[src/rtl/and_chain_pkg.sv]
// Shared types and constants for the and-chain capture block: sample layout,
// the three legal and-chain patterns and the default FIFO depth.
package and_chain_pkg;

    typedef struct packed {
        logic o;
        logic o1_hi;
        logic o1_lo;
    } sample_t;

    localparam logic [2:0] LEGAL_ZERO = 3'b000;
    localparam logic [2:0] LEGAL_LAST = 3'b001;
    localparam logic [2:0] LEGAL_ONES = 3'b111;

    localparam int DEPTH_DEFAULT = 4;

    // A consistent chain has O equal to its upstream tap, and the top tap can
    // never be high while the one below it is low.
    function automatic logic is_legal(input sample_t s);
        logic [2:0] bits;
        bits = s;
        return (bits == LEGAL_ZERO) || (bits == LEGAL_LAST) || (bits == LEGAL_ONES);
    endfunction

endpackage

[src/rtl/and_chain_capture_if.sv]
// Sample/handshake bundle between the and-chain and its capture FIFO.
// With AND_CHAIN_CAPTURE_PARITY_EN defined the bundle also carries out_par.
interface and_chain_capture_if #(
    parameter int CNT_W = 8
);
    logic             O;
    logic [1:0]       O1;
    logic             in_valid;
    logic [2:0]       out_data;
    logic             out_valid;
    logic             out_ready;
    logic [CNT_W-1:0] drop_cnt;
    logic             chk_err;
`ifdef AND_CHAIN_CAPTURE_PARITY_EN
    logic             out_par;

    modport master (
        output O, O1, in_valid, out_ready,
        input  out_data, out_valid, drop_cnt, chk_err, out_par
    );
    modport slave (
        input  O, O1, in_valid, out_ready,
        output out_data, out_valid, drop_cnt, chk_err, out_par
    );
`else
    modport master (
        output O, O1, in_valid, out_ready,
        input  out_data, out_valid, drop_cnt, chk_err
    );
    modport slave (
        input  O, O1, in_valid, out_ready,
        output out_data, out_valid, drop_cnt, chk_err
    );
`endif
endinterface

[src/rtl/and_chain_fifo_mem.sv]
// First-word-fall-through storage for the capture FIFO: entry array, wrapping
// pointers and occupancy. The caller guarantees no push when full without a pop.
module and_chain_fifo_mem
    import and_chain_pkg::*;
#(
    parameter int DEPTH  = DEPTH_DEFAULT,
    parameter int DATA_W = 3
) (
    input  logic              clk,
    input  logic              rst,
    input  logic              push,
    input  logic              pop,
    input  logic [DATA_W-1:0] wdata,
    output logic [DATA_W-1:0] rdata,
    output logic              empty,
    output logic              full
);
    localparam int PTR_W = (DEPTH > 1) ? $clog2(DEPTH) : 1;
    localparam int OCC_W = $clog2(DEPTH + 1);
    localparam logic [OCC_W-1:0] FULL_CNT = OCC_W'(DEPTH);

    logic [PTR_W-1:0]  wr_ptr_q, wr_ptr_d;
    logic [PTR_W-1:0]  rd_ptr_q, rd_ptr_d;
    logic [OCC_W-1:0]  count_q, count_d;
    logic [DATA_W-1:0] mem_q [DEPTH];
    logic [DATA_W-1:0] mem_d [DEPTH];

    always_comb begin
        wr_ptr_d = wr_ptr_q;
        rd_ptr_d = rd_ptr_q;
        count_d  = count_q;
        mem_d    = mem_q;
        // DEPTH is a power of two, so plain increment wraps modulo DEPTH.
        if (push) begin
            mem_d[wr_ptr_q] = wdata;
            wr_ptr_d        = wr_ptr_q + PTR_W'(1);
        end
        if (pop) begin
            rd_ptr_d = rd_ptr_q + PTR_W'(1);
        end
        case ({push, pop})
            2'b10:   count_d = count_q + OCC_W'(1);
            2'b01:   count_d = count_q - OCC_W'(1);
            default: count_d = count_q;
        endcase
    end

    always_ff @(posedge clk) begin
        if (rst) begin
            wr_ptr_q <= '0;
            rd_ptr_q <= '0;
            count_q  <= '0;
        end else begin
            wr_ptr_q <= wr_ptr_d;
            rd_ptr_q <= rd_ptr_d;
            count_q  <= count_d;
        end
    end

    always_ff @(posedge clk) begin
        mem_q <= mem_d;
    end

    assign rdata = mem_q[rd_ptr_q];
    assign empty = (count_q == '0);
    assign full  = (count_q == FULL_CNT);

endmodule

[src/rtl/and_chain_capture.sv]
// Captures and-chain samples into a FWFT FIFO, counts samples lost while full
// and flags inconsistent chains. AND_CHAIN_CAPTURE_PARITY_EN adds per-entry parity.
module and_chain_capture
    import and_chain_pkg::*;
#(
    parameter int DEPTH = DEPTH_DEFAULT,
    parameter int CNT_W = 8
) (
    input  logic                 CLK,
    input  logic                 RESET,
    and_chain_capture_if.slave   bus
);
`ifdef AND_CHAIN_CAPTURE_PARITY_EN
    localparam int ENTRY_W = 4;
`else
    localparam int ENTRY_W = 3;
`endif

    sample_t            in_s;
    logic [ENTRY_W-1:0] wdata;
    logic [ENTRY_W-1:0] rdata;
    logic               empty, full;
    logic               push, pop, drop;
    logic [CNT_W-1:0]   drop_cnt_q, drop_cnt_d;
    logic               chk_err_q, chk_err_d;

    function automatic logic [CNT_W-1:0] sat_inc(input logic [CNT_W-1:0] v);
        return (&v) ? v : v + CNT_W'(1);
    endfunction

    assign in_s = {bus.O, bus.O1};
    assign pop  = !empty && bus.out_ready;
    // A pop in the same cycle frees the slot, so a full FIFO still accepts.
    assign push = bus.in_valid && (!full || pop);
    assign drop = bus.in_valid && full && !pop;

`ifdef AND_CHAIN_CAPTURE_PARITY_EN
    assign wdata       = {^in_s, in_s};
    assign bus.out_par = empty ? 1'b0 : rdata[3];
`else
    assign wdata = in_s;
`endif

    and_chain_fifo_mem #(
        .DEPTH  (DEPTH),
        .DATA_W (ENTRY_W)
    ) u_mem (
        .clk   (CLK),
        .rst   (RESET),
        .push  (push),
        .pop   (pop),
        .wdata (wdata),
        .rdata (rdata),
        .empty (empty),
        .full  (full)
    );

    always_comb begin
        drop_cnt_d = drop_cnt_q;
        chk_err_d  = chk_err_q;
        if (drop) begin
            drop_cnt_d = sat_inc(drop_cnt_q);
        end
        if (bus.in_valid && !is_legal(in_s)) begin
            chk_err_d = 1'b1;
        end
    end

    always_ff @(posedge CLK) begin
        if (RESET) begin
            drop_cnt_q <= '0;
            chk_err_q  <= 1'b0;
        end else begin
            drop_cnt_q <= drop_cnt_d;
            chk_err_q  <= chk_err_d;
        end
    end

    assign bus.out_valid = !empty;
    assign bus.out_data  = empty ? 3'b000 : rdata[2:0];
    assign bus.drop_cnt  = drop_cnt_q;
    assign bus.chk_err   = chk_err_q;

endmodule

[src/flat_wrapper.sv]
// flat-port wrapper written by rule: the top's interface ports become plain ports
module and_chain_capture_flat import and_chain_pkg::*;
#(
    parameter int DEPTH = DEPTH_DEFAULT,
    parameter int CNT_W = 8
)
  (CLK, RESET, bus_O, bus_O1, bus_in_valid, bus_out_ready, bus_out_data, bus_out_valid, bus_drop_cnt, bus_chk_err);
  and_chain_capture_if #(.CNT_W(CNT_W)) bus_i ();
  input  logic CLK;
  input  logic RESET;
  input wire logic [$bits(bus_i.O)-1:0] bus_O;
  input wire logic [$bits(bus_i.O1)-1:0] bus_O1;
  input wire logic [$bits(bus_i.in_valid)-1:0] bus_in_valid;
  input wire logic [$bits(bus_i.out_ready)-1:0] bus_out_ready;
  output wire logic [$bits(bus_i.out_data)-1:0] bus_out_data;
  output wire logic [$bits(bus_i.out_valid)-1:0] bus_out_valid;
  output wire logic [$bits(bus_i.drop_cnt)-1:0] bus_drop_cnt;
  output wire logic [$bits(bus_i.chk_err)-1:0] bus_chk_err;
  assign bus_i.O = bus_O;
  assign bus_i.O1 = bus_O1;
  assign bus_i.in_valid = bus_in_valid;
  assign bus_i.out_ready = bus_out_ready;
  assign bus_out_data = bus_i.out_data;
  assign bus_out_valid = bus_i.out_valid;
  assign bus_drop_cnt = bus_i.drop_cnt;
  assign bus_chk_err = bus_i.chk_err;
  and_chain_capture #(.DEPTH(DEPTH), .CNT_W(CNT_W)) u_core (.CLK(CLK), .RESET(RESET), .bus(bus_i));
endmodule
[config.mk]
export PLATFORM = sky130hd
export DESIGN_NAME = and_chain_capture_flat
export DESIGN_NICKNAME = d
export VERILOG_FILES = /design/src/rtl/and_chain_pkg.sv /design/src/rtl/and_chain_capture_if.sv /design/src/rtl/and_chain_fifo_mem.sv /design/src/rtl/and_chain_capture.sv /design/src/flat_wrapper.sv
export SDC_FILE = /design/constraint.sdc
export NUM_CORES = 1
export LEC_CHECK = 0
export ABC_AREA = 1
export CORE_MARGIN = 2
export CORE_UTILIZATION = 35
export CTS_CLUSTER_DIAMETER = 200
export DETAILED_ROUTE_END_ITERATION = 16
export SYNTH_ARGS = -nofsm -noshare
export SYNTH_HDL_FRONTEND = slang
export SYNTH_SLANG_ARGS = --single-unit
[constraint.sdc]
create_clock -name CLK -period 2.6 [get_ports CLK]
set_input_delay 0.39 -clock CLK [delete_from_list [all_inputs] [get_ports CLK]]
set_output_delay 0.39 -clock CLK [all_outputs]
set_load 0.02 [all_outputs]
==> results.ini, run 1 <==
[clocking]
cts_buffers=3
clk_path_buf_depth=2
clock_sink_count=28
worstSkewPairLatency_ns=0.27
cts_tree=built
cts_repair_resize_count=0
cts_setup_buffers=0
clkSlewWorstSetupHoldPaths_ns=0.09
clk_root_buffer_cell=sky130_fd_sc_hd__clkbuf_8
post_cts_hold_buffer_count=0
htreeDepth=1

[power]
internal_power_w=0.000797
power.density_mw_per_mm2=638
netSwitchingFraction=0.277
sequentialPowerShare=0.462
power_frac_comb=0.230
share_clk_of_total_power=0.308
power.switching_w=0.000305
vdd_ir_drop_max_mv=0.205
p_leak_nw=0.673

[yosys]
synth.distinct_cells=24
synth-seq-cells=28
ys_top_cells_by_count=31 x sky130_fd_sc_hd__nand2_1, 26 x sky130_fd_sc_hd__nor2_1, 21 x sky130_fd_sc_hd__inv_1
synth.net_count=185
synth.yosys.seq_area_share=0.484
synth_top_flop_cell=sky130_fd_sc_hd__dfxtp_1
avg_inst_size_synth_um2=8.17
syn_inst=172
post_synth_instance_area_mm2=0.00141
synth_top_area_share=0.256
ys_top_cells_by_area=sky130_fd_sc_hd__edfxtp_1 26%, sky130_fd_sc_hd__dfxtp_1 23%, sky130_fd_sc_hd__nand2_1 8.3%, sky130_fd_sc_hd__nor2_1 6.9%, sky130_fd_sc_hd__inv_1 5.6%
synth-edff-count=12
postSynth.asyncResetShare=0
synth_most_common_cell=sky130_fd_sc_hd__nand2_1
synth_area_leader_cell=sky130_fd_sc_hd__edfxtp_1
synth.yosys.warnings=0

[critical_path]
cpPeakStageDelay_ns=0.62
worst_path_most_repeated_cell=sky130_fd_sc_hd__nor2_1
cp.required_ns=2.21
timing.critical_path.arrival_ns=1.80
cp_slowest_cell=sky130_fd_sc_hd__clkdlybuf4s50_1
crit_family=buffers and inverters
setup.worst_path.end_class=output pin
crit_type=reg2out
setup.worst_path.start_class=flop
worst-path-buf-inv=1
path_cells=nor2_1 > nor2_1 > o21ai_0 > a21oi_1 > clkdlybuf4s50_1
cp_max_fo=8

[routing]
total_wirelength_mm=2.54
num_vias=1100
drc=0
drt_iter0_drc=23
drt-wirelength-per-cell_um=10.4
route.detailed.vias_per_inst=4.51
postRouteAntennaNets=0
pre_repair_dr_iteration_count=5

[floorplan]
num_rows=23
total_core_area_mm2=0.00394
fp.dieArea_mm2=0.00454
ioPinCount=20
y_dimension_of_the_die_um=67.4
start_util=0.356
die_x_um=67.4

[run]
max_cap_violations=0

[sta]
layout_min_cycle_time_ns=2.19
worst_setup_slack_final_ns=0.407
setup_total_negative_slack_ns=0
max_clock_freq_mhz=456
slew-limit-headroom=0.801
count_of_endpoints_failing_setup_in_the_final_report=0
finalMaxSlewViolations=0
final_worst_path_cycle_share=0.843
setup_repair_after_global_routing_missed_its_margin=no
final_hold_viol_count=0
timing.clock.skew_ns=0.00206
worst-slew-pin-transition_ns=0.298

[global_route]
vias_in_the_first_global_route=993
combined_global_route_utilization_of_all_metal_layers=0.128
grt_antenna_before_repair=0
grt_pass1_wl_mm=4.35
grt_start_max_net_pins=17
globalRouteOverflowTotal=0

[cells_and_area]
num_antenna_cells=0
nFillCells=398
layout_overhead_on_the_synthesized_area_pct=22.8
drive_above_1_share=0.0928
nets=208

[placed_design]
place_congestion=0.767
dp_hpwl_mm=1.88
dp_slack_ns=0.544
io_buffers=19

[hold_path]
hold_path_class=reg2reg

[outcome]
result_of_the_run=finished, final reports clean

## worst register-to-register path: stages, from the launching register on
cell                      delay, ns
sky130_fd_sc_hd__dfxtp_1       0.36
sky130_fd_sc_hd__nor2_2        0.06
sky130_fd_sc_hd__nand2_2       0.09
sky130_fd_sc_hd__nand2_2       0.09
sky130_fd_sc_hd__inv_2         0.07
sky130_fd_sc_hd__nand2_2       0.07
sky130_fd_sc_hd__fa_1          0.39
sky130_fd_sc_hd__inv_1         0.06
sky130_fd_sc_hd__nand4_1       0.11
sky130_fd_sc_hd__a21oi_1       0.15
sky130_fd_sc_hd__nor2_1        0.06
## stage by stage
| stage | cell area [µm²] | total power [W] | hold WS, ns | std cells | utilization |
|---|---|---|---|---|---|
| final | 1730 | 0.00110 | 0.459 | 244 | 0.438 |
| after global routing | 1730 | 0.00117 | 0.499 | 244 | 0.438 |
| after CTS | 1730 | 0.00112 | 0.468 | 244 | 0.438 |
| after detailed placement | 1650 | 0.000774 | 0.451 | 240 | 0.420 |
| after global placement | 1650 | 0.000776 | 0.448 | 240 | 0.420 |
| after floorplan | 1410 | 0.000683 | 0.459 | 172 | - |
## layout by cell type, fill, tap and decap left out
master / synthesis / final
sky130_fd_sc_hd__bufinv_16: 0 / 1
sky130_fd_sc_hd__inv_4: 1 / 1
sky130_fd_sc_hd__and3_1: 1 / 1
sky130_fd_sc_hd__clkinv_1: 1 / 1
sky130_fd_sc_hd__nand3_1: 8 / 8
sky130_fd_sc_hd__o211ai_1: 1 / 1
sky130_fd_sc_hd__nor2_4: 2 / 2
sky130_fd_sc_hd__nand4_1: 3 / 3
sky130_fd_sc_hd__ha_1: 5 / 5
sky130_fd_sc_hd__a21oi_1: 15 / 15
sky130_fd_sc_hd__nor2_2: 2 / 2
sky130_fd_sc_hd__clkdlybuf4s50_1: 0 / 19
sky130_fd_sc_hd__o21ai_0: 11 / 11
sky130_fd_sc_hd__and2_1: 1 / 1
sky130_fd_sc_hd__dfxtp_1: 16 / 16
sky130_fd_sc_hd__nand2_4: 1 / 1
sky130_fd_sc_hd__fa_1: 1 / 1
sky130_fd_sc_hd__nor2_1: 26 / 26
sky130_fd_sc_hd__inv_1: 21 / 21
sky130_fd_sc_hd__edfxtp_1: 12 / 12
sky130_fd_sc_hd__nand2_1: 31 / 31
sky130_fd_sc_hd__nand3b_1: 2 / 2
sky130_fd_sc_hd__xnor2_1: 2 / 2
sky130_fd_sc_hd__nand2_2: 7 / 7
sky130_fd_sc_hd__clkbuf_8: 0 / 3
sky130_fd_sc_hd__inv_2: 1 / 1
## flip-flops by register name, indices dropped and copies added (netlist names)
signal	flops
u_core.u_mem.rd_ptr_q	2
u_core.bus.drop_cnt	8
u_core.u_mem.count_q	3
u_core.u_mem.mem_q	12
u_core.u_mem.wr_ptr_q	2
u_core.bus.chk_err	1
## cell families after synthesis
logic type                 count (synthesis)  synth area share
and+or+nand+nor                           84             0.278
DFF                                       28             0.484
buffers and inverters                     25            0.0686
adders and majority gates                  6            0.0588
AOI/OAI and AO/OA                         27            0.0980
xor gates and xnor gates                   2            0.0125
## cell type report
type / count / area [µm²] / area share
multi-input combinational: 119 / 628 / 0.364
tap: 50 / 62.6 / 0.0363
timing repair buffer: 19 / 190 / 0.110
clock buffer: 3 / 41.3 / 0.0239
inverter: 24 / 92.6 / 0.0537
clock inverter: 1 / 30.0 / 0.0174
sequential: 28 / 681 / 0.394
## power by group through the flow
| stage | logic (W) | registers [W] | clock network [W] |
|---|---|---|---|
| 2_1_floorplan | 0.000169 | 0.000514 | 0 |
| 3_3_place_gp | 0.000256 | 0.000519 | 0 |
| 3_5_place_dp | 0.000255 | 0.000519 | 0 |
| 4_1_cts | 0.000257 | 0.000509 | 0.000354 |
| 5_1_grt | 0.000291 | 0.000512 | 0.000362 |
| 6_report | 0.000254 | 0.000508 | 0.000339 |
## routing by layer
metal  up-vias  track usage  part of all wire
li1        597            -                 -
met1       483        0.176              0.51
met2        16        0.196              0.44
met3         4       0.0200             0.030
met4         0       0.0612             0.015
met5         -            0                 0
## path summary, 6_finish.rpt
kind                              to  cells past startpoint  slack (ns)                startpoint
max                  bus_out_data[1]                      5        0.41  u_core.u_mem.rd_ptr_q[0]
min               u_core.bus.chk_err                      2        0.46        u_core.bus.chk_err
max reg2reg  u_core.u_mem.count_q[2]                     10        1.00   u_core.u_mem.count_q[0]
min reg2reg       u_core.bus.chk_err                      2        0.46        u_core.bus.chk_err
No activity file was read; power rests on OpenSTA's default activity.
==> run 2: changes to the inputs <==
- clock period: 2.6 -> 2.1 ns (I/O delays scaled with it)
==> run 2 against run 1 <==
Sequential share of layout area rose by 0.13 points; worst hold slack improved by 0.0041 ns; sequential power rose by 24%; critical path type unchanged; largest power group unchanged; utilization is 0.063 points lower; largest cell class unchanged; setup slack got worse by 0.031 ns.
==> results.ini, run 2 (synthesis gave the netlist of run 1 again) <==
[floorplan]
die_x_um=67.4  ; unchanged
fp.dieArea_mm2=0.00454  ; unchanged
num_rows=23  ; unchanged
start_util=0.356  ; unchanged
ioPinCount=20  ; unchanged
total_core_area_mm2=0.00394  ; unchanged
y_dimension_of_the_die_um=67.4  ; unchanged

[cells_and_area]
nets=210  ; +0.96%
layout.area.seq_um2=682  ; +0.18%
num_antenna_cells=0  ; unchanged
most-common-layout-cells=31 x sky130_fd_sc_hd__nand2_1, 26 x sky130_fd_sc_hd__nor2_1, 21 x sky130_fd_sc_hd__inv_1, 16 x sky130_fd_sc_hd__clkdlybuf4s50_1
layout_commonest_cell=sky130_fd_sc_hd__nand2_1
drive_above_1_share=0.102  ; +0.00926
largest_register=u_core.u_mem.mem_q
layout_overhead_on_the_synthesized_area_pct=22.6
largest_register_ffs=12  ; unchanged
multiInputGateArea_um2=628  ; unchanged
final_core_util=0.437  ; -0.000635
nFillCells=400  ; +0.50%
final-instance-count-excl-fill=246  ; +0.82%

[power]
p_leak_nw=0.713  ; +5.9%
vdd_ir_drop_max_mv=0.342  ; +67%
power.density_mw_per_mm2=716  ; +12%

[routing]
pre_repair_dr_iteration_count=4  ; -1
route.detailed.vias_per_inst=4.54  ; +0.81%
drc=0  ; unchanged
total_wirelength_mm=2.63  ; +3.7%
drt_iter0_drc=68  ; +200%
num_vias=1118  ; +1.6%
postRouteAntennaNets=0  ; unchanged
drt-wirelength-per-cell_um=10.7  ; +2.9%

[sta]
count_of_endpoints_failing_setup_in_the_final_report=0  ; unchanged
layout_min_cycle_time_ns=1.72
post_route_worst_hold_slack_ns=0.463  ; +0.00407 ns
setup_total_negative_slack_ns=0  ; unchanged
final_hold_viol_count=0  ; unchanged
max_clock_freq_mhz=580
timing.clock.skew_ns=0.00228  ; +0.000213 ns
slew-limit-headroom=0.804  ; +0.00302
worst_setup_slack_final_ns=0.377  ; -0.0309 ns
setup_repair_after_global_routing_missed_its_margin=no
worst-slew-pin-transition_ns=0.294  ; -0.00452 ns
finalMaxSlewViolations=0  ; unchanged
final_worst_path_cycle_share=0.821

[critical_path]
path_cells=inv_1 > nand2_2 > clkdlybuf4s50_1
setup.worst_path.start_class=flop
cp.required_ns=1.78  ; -0.43 ns
cp_max_fo=4  ; -4
timing.critical_path.arrival_ns=1.41  ; -0.39 ns
cp_slowest_cell=sky130_fd_sc_hd__clkdlybuf4s50_1
crit_type=reg2out
setup.worst_path.end_class=output pin
cpPeakStageDelay_ns=0.61  ; about the same
rrSetupSlack_ns=0.47  ; -0.53 ns

[global_route]
grt_start_max_net_pins=16  ; -1
grt_pass1_wl_mm=4.67  ; +7.3%
globalRouteOverflowTotal=0  ; unchanged
grt_antenna_before_repair=0  ; unchanged
vias_in_the_first_global_route=1028  ; +3.5%
combined_global_route_utilization_of_all_metal_layers=0.139  ; +0.0109

[clocking]
worstSkewPairLatency_ns=0.27  ; about the same
clk_path_buf_depth=2  ; unchanged
clk_root_buffer_cell=sky130_fd_sc_hd__clkbuf_8
clkSlewWorstSetupHoldPaths_ns=0.09  ; about the same
htreeDepth=1  ; unchanged
clock_sink_count=28  ; unchanged
cts_buffers=3  ; unchanged
cts_tree=built
post_cts_hold_buffer_count=0  ; unchanged

[placed_design]
dp_hpwl_mm=1.94  ; +3.5%
dp_slack_ns=0.133  ; -0.411 ns
placedCellCount=242  ; +0.83%
io_buffers=19  ; unchanged
place_congestion=0.700  ; -8.8%

[hold_path]
hold_path_class=reg2reg

[run]
max_cap_violations=0  ; unchanged

[outcome]
result_of_the_run=finished, final reports clean

[run 2: cell count changes in the layout (fill, tap and decap cells not counted), sizes merged]
cell,change
buf,+2
bufinv,-1
clkinv,+1
clkdlybuf4s50,-3
dlymetal6s2s,+3
[run 2: repair_timing]
action	CTS	global route
setup endpoints to repair	0	3
gates resized for setup	0	4
buffers inserted	0	0
[run 2: area by class of cell]
class | count | share of cell area
Timing Repair Buffer | 21 | 0.123
Clock inverter | 1 | 0.00218
Clock buffer | 3 | 0.0240
Sequential cell | 28 | 0.396
Tap cell | 50 | 0.0363
Multi-Input combinational cell | 119 | 0.365
Inverter | 24 | 0.0537
[run 2: power by group]
part | internal, W | switching [W]
Sequential | 0.000606 | 0.0000238
Clock | 0.000131 | 0.000160
Combinational | 0.000124 | 0.000189
Total | 0.000861 | 0.000373
[run 2: through the flow]
| step | power [W] | area (µm²) |
|---|---|---|
| 2_1_floorplan | 0.000845 | 1410 |
| 3_3_place_gp | 0.000961 | 1670 |
| 3_5_place_dp | 0.000960 | 1670 |
| 4_1_cts | 0.00126 | 1710 |
| 5_1_grt | 0.00133 | 1720 |
| 6_report | 0.00123 | 1720 |
[run 2: final timing paths]
kind                                               from                       to  cells after the start
worst max-delay path            u_core.u_mem.count_q[2]            bus_out_valid                      3
worst min-delay path                 u_core.bus.chk_err       u_core.bus.chk_err                      2
worst max register to register  u_core.u_mem.count_q[2]  u_core.u_mem.count_q[2]                     10
worst min register to register       u_core.bus.chk_err       u_core.bus.chk_err                      2
[run 2: routing by layer]
metal	global-route usage	vias up	wire length, µm	part of all wire
met3	0.0350	4	95	0.036
met5	0	-	0	0
li1	-	603	-	-
met4	0.0536	0	40	0.015
met2	0.210	15	1140	0.43
met1	0.189	496	1350	0.51
[run 2: worst max-delay path: cells and delay by family, from the launching register on]
kind	cells	cell delay (ns)
DFF	1	0.32
buffers and inverters	2	0.69
and+or+nand+nor	1	0.13
==> run 3: changes to the inputs <==
- clock period: 2.1 -> 1.4 ns (I/O delays scaled with it)
==> run 3 against run 2 <==
Worst hold slack got worse by 0.0068 ns; clock skew rose by 0.0057 ns; critical path type is now reg2reg; die area did not move; the flow now finishes with violations (negative setup slack); critical endpoint is now u_core.u_mem.count_q[1]; via count rose by 9.4%.
==> results.ini, run 3 (synthesis gave the netlist of run 1 again) <==
[sta]
layout_min_cycle_time_ns=1.46
worst-slew-pin-transition_ns=0.293  ; -0.00116 ns
final_hold_viol_count=0  ; unchanged
worst_setup_slack_final_ns=-0.0631  ; -0.440 ns
max_clock_freq_mhz=683
timing.clock.skew_ns=0.00797  ; +0.00569 ns
slew-limit-headroom=0.804  ; about the same
setup_repair_after_global_routing_missed_its_margin=yes
final_worst_path_cycle_share=1.05
count_of_endpoints_failing_setup_in_the_final_report=16  ; +16
finalMaxSlewViolations=0  ; unchanged
setup_total_negative_slack_ns=-0.368  ; -0.368 ns

[cells_and_area]
multiInputGateArea_um2=663  ; +5.6%
final_core_util=0.489  ; +0.0524
nets=230  ; +9.5%
layout.area.seq_um2=689  ; +1.1%
layout_commonest_cell=sky130_fd_sc_hd__nand2_1
nFillCells=381  ; -4.8%
largest_register=u_core.u_mem.mem_q
drive_above_1_share=0.278  ; +0.176
final_cell_area_mm2=0.00193  ; +12%
num_antenna_cells=0  ; unchanged
layout_overhead_on_the_synthesized_area_pct=37.3
most-common-layout-cells=31 x sky130_fd_sc_hd__nand2_1, 24 x sky130_fd_sc_hd__buf_4, 20 x sky130_fd_sc_hd__nor2_1, 17 x sky130_fd_sc_hd__inv_1, 15 x sky130_fd_sc_hd__a21oi_1
largest_register_ffs=12  ; unchanged

[global_route]
grt_pass1_wl_mm=4.78  ; +2.4%
globalRouteOverflowTotal=0  ; unchanged
grt_antenna_before_repair=0  ; unchanged
vias_in_the_first_global_route=1105  ; +7.5%
grt_start_max_net_pins=17  ; +1
combined_global_route_utilization_of_all_metal_layers=0.142  ; +0.00373

[placed_design]
place_congestion=0.768  ; +9.7%
dpl-instance-area_mm2=0.00182  ; +8.9%
dp_hpwl_mm=2.09  ; +7.6%
io_buffers=19  ; unchanged

[floorplan]
ioPinCount=20  ; unchanged
total_core_area_mm2=0.00394  ; unchanged
fp.dieArea_mm2=0.00454  ; unchanged
num_rows=23  ; unchanged
y_dimension_of_the_die_um=67.4  ; unchanged
die_x_um=67.4  ; unchanged
start_util=0.356  ; unchanged

[critical_path]
crit-reg2reg-capture=u_core.u_mem.count_q[1]
setup.worst_path.end_class=flop
crit-reg2reg-launch=u_core.u_mem.count_q[0]
path_cells=nor2_4 > nand2_4 > nand2_4 > inv_2 > nand2_2 > fa_2 > inv_2 > nor2_2 > nor2_1
r2r.worst_path.cells=9  ; -1
setup.worst_path.start_class=flop
timing.critical_path.arrival_ns=1.65  ; +0.24 ns
cp_max_fo=4  ; unchanged
cpPeakStageDelay_ns=0.53  ; -0.08 ns
rrSetupSlack_ns=-0.06  ; -0.53 ns
cp.required_ns=1.59  ; -0.19 ns
crit_type=reg2reg
cp_slowest_cell=sky130_fd_sc_hd__fa_2

[hold_path]
hold_path_class=reg2reg
holdCritStartpoint=u_core.bus.chk_err
min_delay_worst_endpoint=u_core.bus.chk_err
whs_path_depth=2  ; unchanged

[clocking]
clkSlewWorstSetupHoldPaths_ns=0.10  ; about the same
clk_path_buf_depth=2  ; unchanged
cts_buffers=3  ; unchanged
cts_tree=built
clock_sink_count=28  ; unchanged
clk_root_buffer_cell=sky130_fd_sc_hd__clkbuf_8
htreeDepth=1  ; unchanged
post_cts_hold_buffer_count=0  ; unchanged
worstSkewPairLatency_ns=0.28  ; about the same

[power]
vdd_ir_drop_max_mv=0.485  ; +42%
share_clk_of_total_power=0.287  ; +0.051
p_leak_nw=0.840  ; +18%
power_frac_comb=0.286  ; +0.033
netSwitchingFraction=0.286  ; -0.0162
internal_power_w=0.00160  ; +86%
power.density_mw_per_mm2=1160  ; +62%
power.total_w=0.00224  ; +81%
power.switching_w=0.000641  ; +72%
sequentialPowerShare=0.427  ; -0.083

[routing]
drt-wirelength-per-cell_um=10.7  ; +0.46%
total_wirelength_mm=2.86  ; +8.6%
postRouteAntennaNets=0  ; unchanged
pre_repair_dr_iteration_count=4  ; unchanged
drt_iter0_drc=40  ; -41%
route.detailed.vias_per_inst=4.60  ; +1.2%
drc=0  ; unchanged
num_vias=1223  ; +9.4%

[run]
max_cap_violations=0  ; unchanged

[outcome]
result_of_the_run=complete, but fails checks
violations=negative setup slack

==> run 3: how the worst max path moves through the flow <==
stage                                 start                       to  slack [ns]  cells after the start
finish              u_core.u_mem.count_q[0]  u_core.u_mem.count_q[1]       -0.06                      9
CTS                 u_core.u_mem.count_q[0]  u_core.u_mem.count_q[2]       -0.06                     11
global route        u_core.u_mem.count_q[0]  u_core.u_mem.count_q[2]       -0.18                     10
detailed placement            bus_out_ready  u_core.u_mem.count_q[2]       -0.35                      9
global placement              bus_out_ready    u_core.u_mem.mem_q[2]       -0.35                      6
floorplan           u_core.u_mem.count_q[0]  u_core.u_mem.count_q[2]       -0.06                     10
==> run 3: stage by stage <==
step | hold slack [ns] | worst slack, ns | cells
floorplan | 0.279 | -0.0575 | 172
global placement | 0.446 | -0.347 | 258
detailed placement | 0.443 | -0.353 | 258
CTS | 0.461 | -0.0564 | 264
global route | 0.484 | -0.179 | 266
finish | 0.456 | -0.0631 | 266
==> run 3: final cells by class <==
class / instances / area share
Tap cell: 50 / 0.0324
Timing Repair Buffer: 41 / 0.180
Clock buffer: 3 / 0.0214
Inverter: 24 / 0.0493
Multi-Input combinational cell: 119 / 0.344
Sequential cell: 28 / 0.357
Clock inverter: 1 / 0.0156
==> run 3: per-layer routing <==
metal | vias up | track usage | wire length (µm)
met5 | - | 0 | 0
met4 | 0 | 0.0612 | 58
met3 | 5 | 0.0250 | 131
met2 | 22 | 0.225 | 1300
met1 | 551 | 0.191 | 1370
li1 | 645 | - | -
==> run 3: worst max-delay path: cells and delay by family, from the launching register on <==
| kind | cells | cell delay [ns] |
|---|---|---|
| adders and majority gates | 1 | 0.53 |
| buffers and inverters | 2 | 0.10 |
| DFF | 1 | 0.36 |
| and+or+nand+nor | 6 | 0.36 |
==> run 3: power by group through the flow <==
| stage | Sequential (W) | Clock (W) | Combinational [W] |
|---|---|---|---|
| after detailed placement | 0.000968 | 0 | 0.000587 |
| after CTS | 0.000958 | 0.000665 | 0.000595 |
| final | 0.000957 | 0.000642 | 0.000640 |
| after global routing | 0.000964 | 0.000684 | 0.000720 |
| after floorplan | 0.000958 | 0 | 0.000334 |
| after global placement | 0.000967 | 0 | 0.000590 |
==> run 3: timing repair <==
item | 4_1_cts | 5_1_grt
setup buffers | 2 | 2
pin swaps | 7 | 4
gates resized for setup | 36 | 11
setup endpoints to repair | 27 | 27
gates cloned | 0 | 0
